## src/rtl/prio_arb_encoder.sv

```systemverilog
// Registered N-input priority arbiter/encoder with valid/ready output.
// Fixed priority (highest index wins) or round-robin, selected by RR.
module prio_arb_encoder #(
    parameter int unsigned N  = 10,
    parameter int unsigned W  = 4,
    parameter int unsigned RR = 0
) (
    input  logic         clk,
    input  logic         rst_n,
    input  logic         en,
    input  logic [N-1:0] req,
    output logic [W-1:0] out_idx,
    output logic [N-1:0] grant,
    output logic         out_valid,
    input  logic         out_ready,
    output logic         busy
);

    if (N < 2 || N > 64) begin : g_bad_n
        $error("prio_arb_encoder: N=%0d outside 2..64", N);
    end
    if ((64'd1 << W) < 64'(N)) begin : g_bad_w
        $error("prio_arb_encoder: W=%0d too narrow for N=%0d", W, N);
    end

    typedef enum logic {
        IDLE,
        GRANT
    } state_t;

    state_t       state_q, state_d;
    logic [W-1:0] idx_q, idx_d;
    logic [N-1:0] grant_q, grant_d;
    logic [W-1:0] ptr_q, ptr_d;

    logic         xfer;
    logic         has_req;
    logic [W-1:0] ptr_eff;
    logic [N-1:0] le_mask;
    logic [N-1:0] req_lo;
    logic [W-1:0] win_idx;
    logic         load;
    logic         clear;

    // Index of the highest set bit (0 when none set).
    function automatic logic [W-1:0] top_idx(input logic [N-1:0] v);
        logic [W-1:0] r;
        r = '0;
        for (int unsigned i = 0; i < N; i++) begin
            if (v[i]) r = W'(i);
        end
        return r;
    endfunction

    // Winner selection against the pointer as it stands after this edge's transfer.
    // Round-robin order ptr, ptr-1, ..., 0, N-1, ..., ptr+1 is the highest request
    // at or below ptr, falling back to the highest request overall.
    always_comb begin
        xfer    = (state_q == GRANT) && out_ready;
        has_req = (req != '0);
        ptr_eff = ptr_q;
        if (xfer) begin
            ptr_eff = (idx_q == '0) ? W'(N - 1) : idx_q - W'(1);
        end
        le_mask = '0;
        for (int unsigned i = 0; i < N; i++) begin
            le_mask[i] = (i <= 32'(ptr_eff));
        end
        req_lo = req & le_mask;
        if (RR != 0 && req_lo != '0) begin
            win_idx = top_idx(req_lo);
        end else begin
            win_idx = top_idx(req);
        end
    end

    // Next-state, latched grant and pointer update.
    always_comb begin
        state_d = state_q;
        idx_d   = idx_q;
        grant_d = grant_q;
        ptr_d   = ptr_q;
        load    = 1'b0;
        clear   = 1'b0;
        case (state_q)
            IDLE: begin
                if (en && has_req) load = 1'b1;
            end
            GRANT: begin
                if (xfer) begin
                    ptr_d = ptr_eff;
                    if (en && has_req) load = 1'b1;
                    else               clear = 1'b1;
                end else if (!en) begin
                    clear = 1'b1;
                end
            end
        endcase
        if (load) begin
            state_d = GRANT;
            idx_d   = win_idx;
            for (int unsigned i = 0; i < N; i++) begin
                grant_d[i] = (win_idx == W'(i));
            end
        end else if (clear) begin
            state_d = IDLE;
            idx_d   = '0;
            grant_d = '0;
        end
    end

    // State, output and pointer registers.
    always_ff @(posedge clk or negedge rst_n) begin
        if (!rst_n) begin
            state_q <= IDLE;
            idx_q   <= '0;
            grant_q <= '0;
            ptr_q   <= W'(N - 1);
        end else begin
            state_q <= state_d;
            idx_q   <= idx_d;
            grant_q <= grant_d;
            ptr_q   <= ptr_d;
        end
    end

    assign out_idx   = idx_q;
    assign grant     = grant_q;
    assign out_valid = (state_q == GRANT);
    assign busy      = (state_q == GRANT);

endmodule

```

## config.mk

```make
export PLATFORM = sky130hd
export DESIGN_NAME = prio_arb_encoder
export DESIGN_NICKNAME = d
export VERILOG_FILES = /design/src/rtl/prio_arb_encoder.sv
export SDC_FILE = /design/constraint.sdc
export NUM_CORES = 1
export LEC_CHECK = 0
export CORE_MARGIN = 3
export CORE_UTILIZATION = 35
export CTS_CLUSTER_SIZE = 24
export DETAILED_ROUTE_END_ITERATION = 10
export HOLD_SLACK_MARGIN = 0.05
export PLACE_DENSITY_LB_ADDON = 0.05
export SLEW_MARGIN = 25
export SYNTH_ARGS = -nofsm -noshare
export SYNTH_HDL_FRONTEND = slang
export SYNTH_SLANG_ARGS = --single-unit
```

## constraint.sdc

```tcl
create_clock -name clk -period 3.5 [get_ports clk]
set_clock_uncertainty 0.05 [all_clocks]
set_input_delay 0.525 -clock clk [delete_from_list [all_inputs] [get_ports clk]]
set_output_delay 0.525 -clock clk [all_outputs]
set_load 0.01 [all_outputs]
```

After elaboration in Yosys (flattened, before gate mapping). Cells that the tools add are included.

Bitwise logic cells: 1. Multiplexer cells: 22. Reduce and logical (&&, ||, !) cells: 5. Eq/ne operators: 9.

Operator list (count): 4-bit two-way mux (7); 10-bit two-way mux (2); 4-bit by 3-bit equality test with 1-bit output (second input constant) (4); 10-bit nonzero test (1); 1-bit two-way mux (9); 4-bit by 2-bit equality test with 1-bit output (second input constant) (2); 4-bit equality test (second input constant) (2); 4-bit by 1-bit equality test with 1-bit output (second input constant) (1); 4-bit logical NOT (1); 2-bit two-way mux (2); 3-bit two-way mux (1); 1-bit logical AND (2); 1-bit one-hot mux with 2 select lines (1); 2-bit nonzero test (1); 1-bit NOT (1).

Word-level logic and storage cells: 40. Output and inout port bits: 16. Bits in registers: 15. Input port bits: 14.

Logic depth before layout (Yosys ltp).
Depth in word-level cells: 11. Mapped depth: 5.

Worst setup path after synthesis. OpenSTA, ideal clock, no wires.

Kind: input to register. Start: in req[1]. End: reg grant_q[7] (netlist: grant[7]). Arrival: 1.497 ns. Data required time: 3.382 ns. Library setup time: 0.068 ns. Cell stages on the path: 5. Path buffers: 1. Setup slack: 1.886 ns. Path through: nor4_4 > nand3_2 > a31oi_4 > buf_6 > a32o_1.

Longest elaborated chain between the ends: 11.

Ends and longest elaborated chain: from (decl) (RTL line 11) `input logic [N-1:0] req,`; 1-bit two-way mux (RTL line 50) `if (v[i]) r = W'(i);`; 2-bit two-way mux (2 in a row) (RTL line 50); 3-bit two-way mux (RTL line 50); 4-bit two-way mux (5 in a row) (RTL line 50); 4-bit by 3-bit equality test with 1-bit output (RTL line 103) `grant_d[i] = (win_idx == W'(i));`; 10-bit two-way mux (RTL line 99) `if (load) begin`; to (signal assigned) (RTL line 122) `grant_q <= grant_d;`; to (decl) (RTL line 33) `logic [N-1:0] grant_q, grant_d;`.

Several ways; a longest one is shown, not always the timed one. A chain may end at the register's enable or synchronous reset.

Worst setup path in the final report.
Start: in req[6]. End: reg grant_q[9] (netlist: grant[9]).

Longest elaborated chain between the ends: 6.

Ends and longest elaborated chain: 10-bit nonzero test or 4-bit two-way mux (tied branches) (RTL line 60, 50); 1-bit logical AND or 4-bit two-way mux (tied branches) (RTL line 87, 92, 50); 1-bit two-way mux (tied with other cells) (RTL line 87, 92); 1-bit two-way mux or 4-bit two-way mux (tied branches) (RTL line 90, 50); 1-bit one-hot mux with 2 select lines (tied with other cells) (RTL line 85) `case (state_q)`; 10-bit two-way mux or 2-bit nonzero test (tied branches).

Several ways; a longest one is shown, not always the timed one.

==> results.toml <==
[clock_network]
path_clk_slew_ns = 0.08
cts_tree = "yes"
cts_resized = 0
cts_buffers = 3
htree_levels = 1
clk_root_buffer_cell = "clkbuf_4"
cts_sinks = 15
clk_latency_ns = 0.27
post-cts-setup-buffers = 0
cts_buffer_depth = 2
cts_hold_buf = 0

[routing]
vias = 608
drt-pass1-iter-count = 4
drtIter0Drc = 13
drcViolationCount = 0
viasPerCell = 5.07
wire_per_inst_um = 14.1
postRouteAntennaNets = 0
wirelength_um = 1690

[worst_setup_path]
cp_slowest_cell = "clkdlybuf4s50_1"
worst-path-buf-inv = 1
worst_ep_required_time_ns = 3.67
cp-startpoint = "req[6]"
critPathTopFamily = "compound AO/OA/AOI/OAI gates"
endpoint_kind = "flop"
max_stage_delay_ns = 0.53
r2r_cells = 4
path_cells = "clkdlybuf4s50_1 -> nor4_4 -> nand3_2 -> a31oi_4 -> a22o_1"
cp-start-kind = "input pin"
cp.depth = 5
arrival_ns = 2.23
path_max_fanout = 14
timing.rr.start = "busy$_DFFE_PN0P_"
path_class = "input pin to flop"

[layout]
mostFrequentLayoutCells = "clkdlybuf4s50_1 (29), dfrtp_1 (15), a32o_2 (6)"
final_cells = 120
fin_area_um2 = 1100
drive_gt1_share_pct = 16.1
n_antenna_cell = 0
area_growth_pct = 43.3
final_common_cell = "clkdlybuf4s50_1"
fill_cells = 193
fin_util_pct = 54.3
nets = 108

[place]
hpwl_um = 1310
io_buffers = 29
dp.cells = 116
place.gp.congestion = 0.738
placed_cell_area_um2 = 1070

[logic_synthesis]
synth_nets = 76
yosysSeqAreaShare_pct = 49.0
synth_area_um2 = 766
synth.top_cell.area_share_pct = 49.0
synth_area_leaders = "dfrtp_1 (49%), a32o_2 (8.8%), a32o_1 (6.5%)"
avgSynthCellArea_um2 = 12.4
ys_ff_latch = 15
synth_edf_count = 0
ys_types = 27
synth_top_flop_cell = "dfrtp_1"
ys_warn_count = 0
synth_top_area_cell = "dfrtp_1"
ys_async_sr_fraction_pct = 100
postSynthCellCount = 62

[sta]
hold_violations = 0
finalCritPeriodShare_pct = 58.8
rsz0062_at_grt = "no"
tightest_slew_ns = 0.660
holdWs_ns = 0.429
slew_viol_final = 0
final.min_clock_period_ns = 2.06
slew_headroom_pct = 55.8
setup_tns_ns = 0
setup_viol = 0
max_freq_mhz = 486

[floorplanning]
coreArea_um2 = 2020
fp.dieArea_um2 = 2790
io_pins = 30
die_y_um = 52.8
die_width_um = 52.8
rows = 16
start_util_pct = 37.9

[grt]
grt_max_degree = 16
grt_usage_pct = 13.7
grt-ovfl-total = 0
grt_pass1_vias = 622
grt_pass1_wl_um = 2790
antenna_found_initial = 0

[power]
vdd_drop_max_mv = 0.204
power_density_nw_per_um2 = 331
power.leakage_nw = 0.482

[worst_hold_path]
worstHoldStart = "out_idx[2]$_DFFE_PN0P_"
min_path_type = "flop to flop"
hold_depth = 1

[status]
outcome = "completed"

[flow_run]
cap_violations = 0
-- area by class of cell --
class	count	area, µm²	share of cell area [%]
clock buffer	4	26.3	2.39
inverter	5	18.8	1.71
multi-input combinational	40	353	32.2
sequential	15	375	34.2
tap	27	33.8	3.08
timing repair buffer	29	290	26.5
-- routing by layer --
layer	GRT usage, %	routed length [µm]	vias to the layer above
met3	5.41	123	2
met2	21.5	768	21
met4	3.83	14	0
met1	17.4	780	280
li1	-	-	305
met5	0	0	-
-- worst reg2reg max path: stages, from the launching register on --
cell,delay (ns)
dfrtp_1,0.41
nand2b_1,0.14
nand3_1,0.13
nor3b_2,0.33
a32o_2,0.22
-- path summary, 6_finish.rpt --
| check | to | slack [ns] |
|---|---|---|
| setup / recovery | grant[9]$_DFFE_PN0P_ | 1.44 |
| hold / removal | out_idx[2]$_DFFE_PN0P_ | 0.43 |
| setup reg to reg | grant[1]$_DFFE_PN0P_ | 2.17 |
| hold reg to reg | out_idx[2]$_DFFE_PN0P_ | 0.43 |
| max in group asynchronous | grant[5]$_DFFE_PN0P_ | 2.38 |
| min in group asynchronous | busy$_DFFE_PN0P_ | 0.60 |
-- Yosys cell counts, types with 2 or more instances --
cell type	instances
a32o_2	6
o31ai_1	2
a32o_1	5
nand2_1	2
inv_1	5
nor4_4	2
nor2_1	4
a21oi_1	2
and2_1	2
dfrtp_1	15
-- state kept, by name (all words and copies together), names as in the netlist --
signal	count
grant	10
out_idx	4
busy	1
-- logic make-up (layout without fill, tap and decap cells) --
logic type      Yosys count  count (layout)  synth area share (%)
buf+inv                   7              38                  4.90
compound gates           23              23                  29.1
simple gates             17              17                  17.0
flops                    15              15                  49.0
-- power by group --
part           switching [mW]  total (mW)  leakage (nW)  internal (mW)
clock                  0.0495      0.0937        0.0150         0.0442
combinational          0.0383      0.0823         0.267         0.0440
sequential            0.00515       0.187         0.199          0.182
-- metrics by stage --
step           power [mW]  setup slack [ns]
2_1_floorplan       0.226              1.89
3_3_place_gp        0.273              1.20
3_5_place_dp        0.274              1.17
4_1_cts             0.371              1.47
5_1_grt             0.387              1.37
6_report            0.363              1.44
No activity file was read; power rests on OpenSTA's default activity.
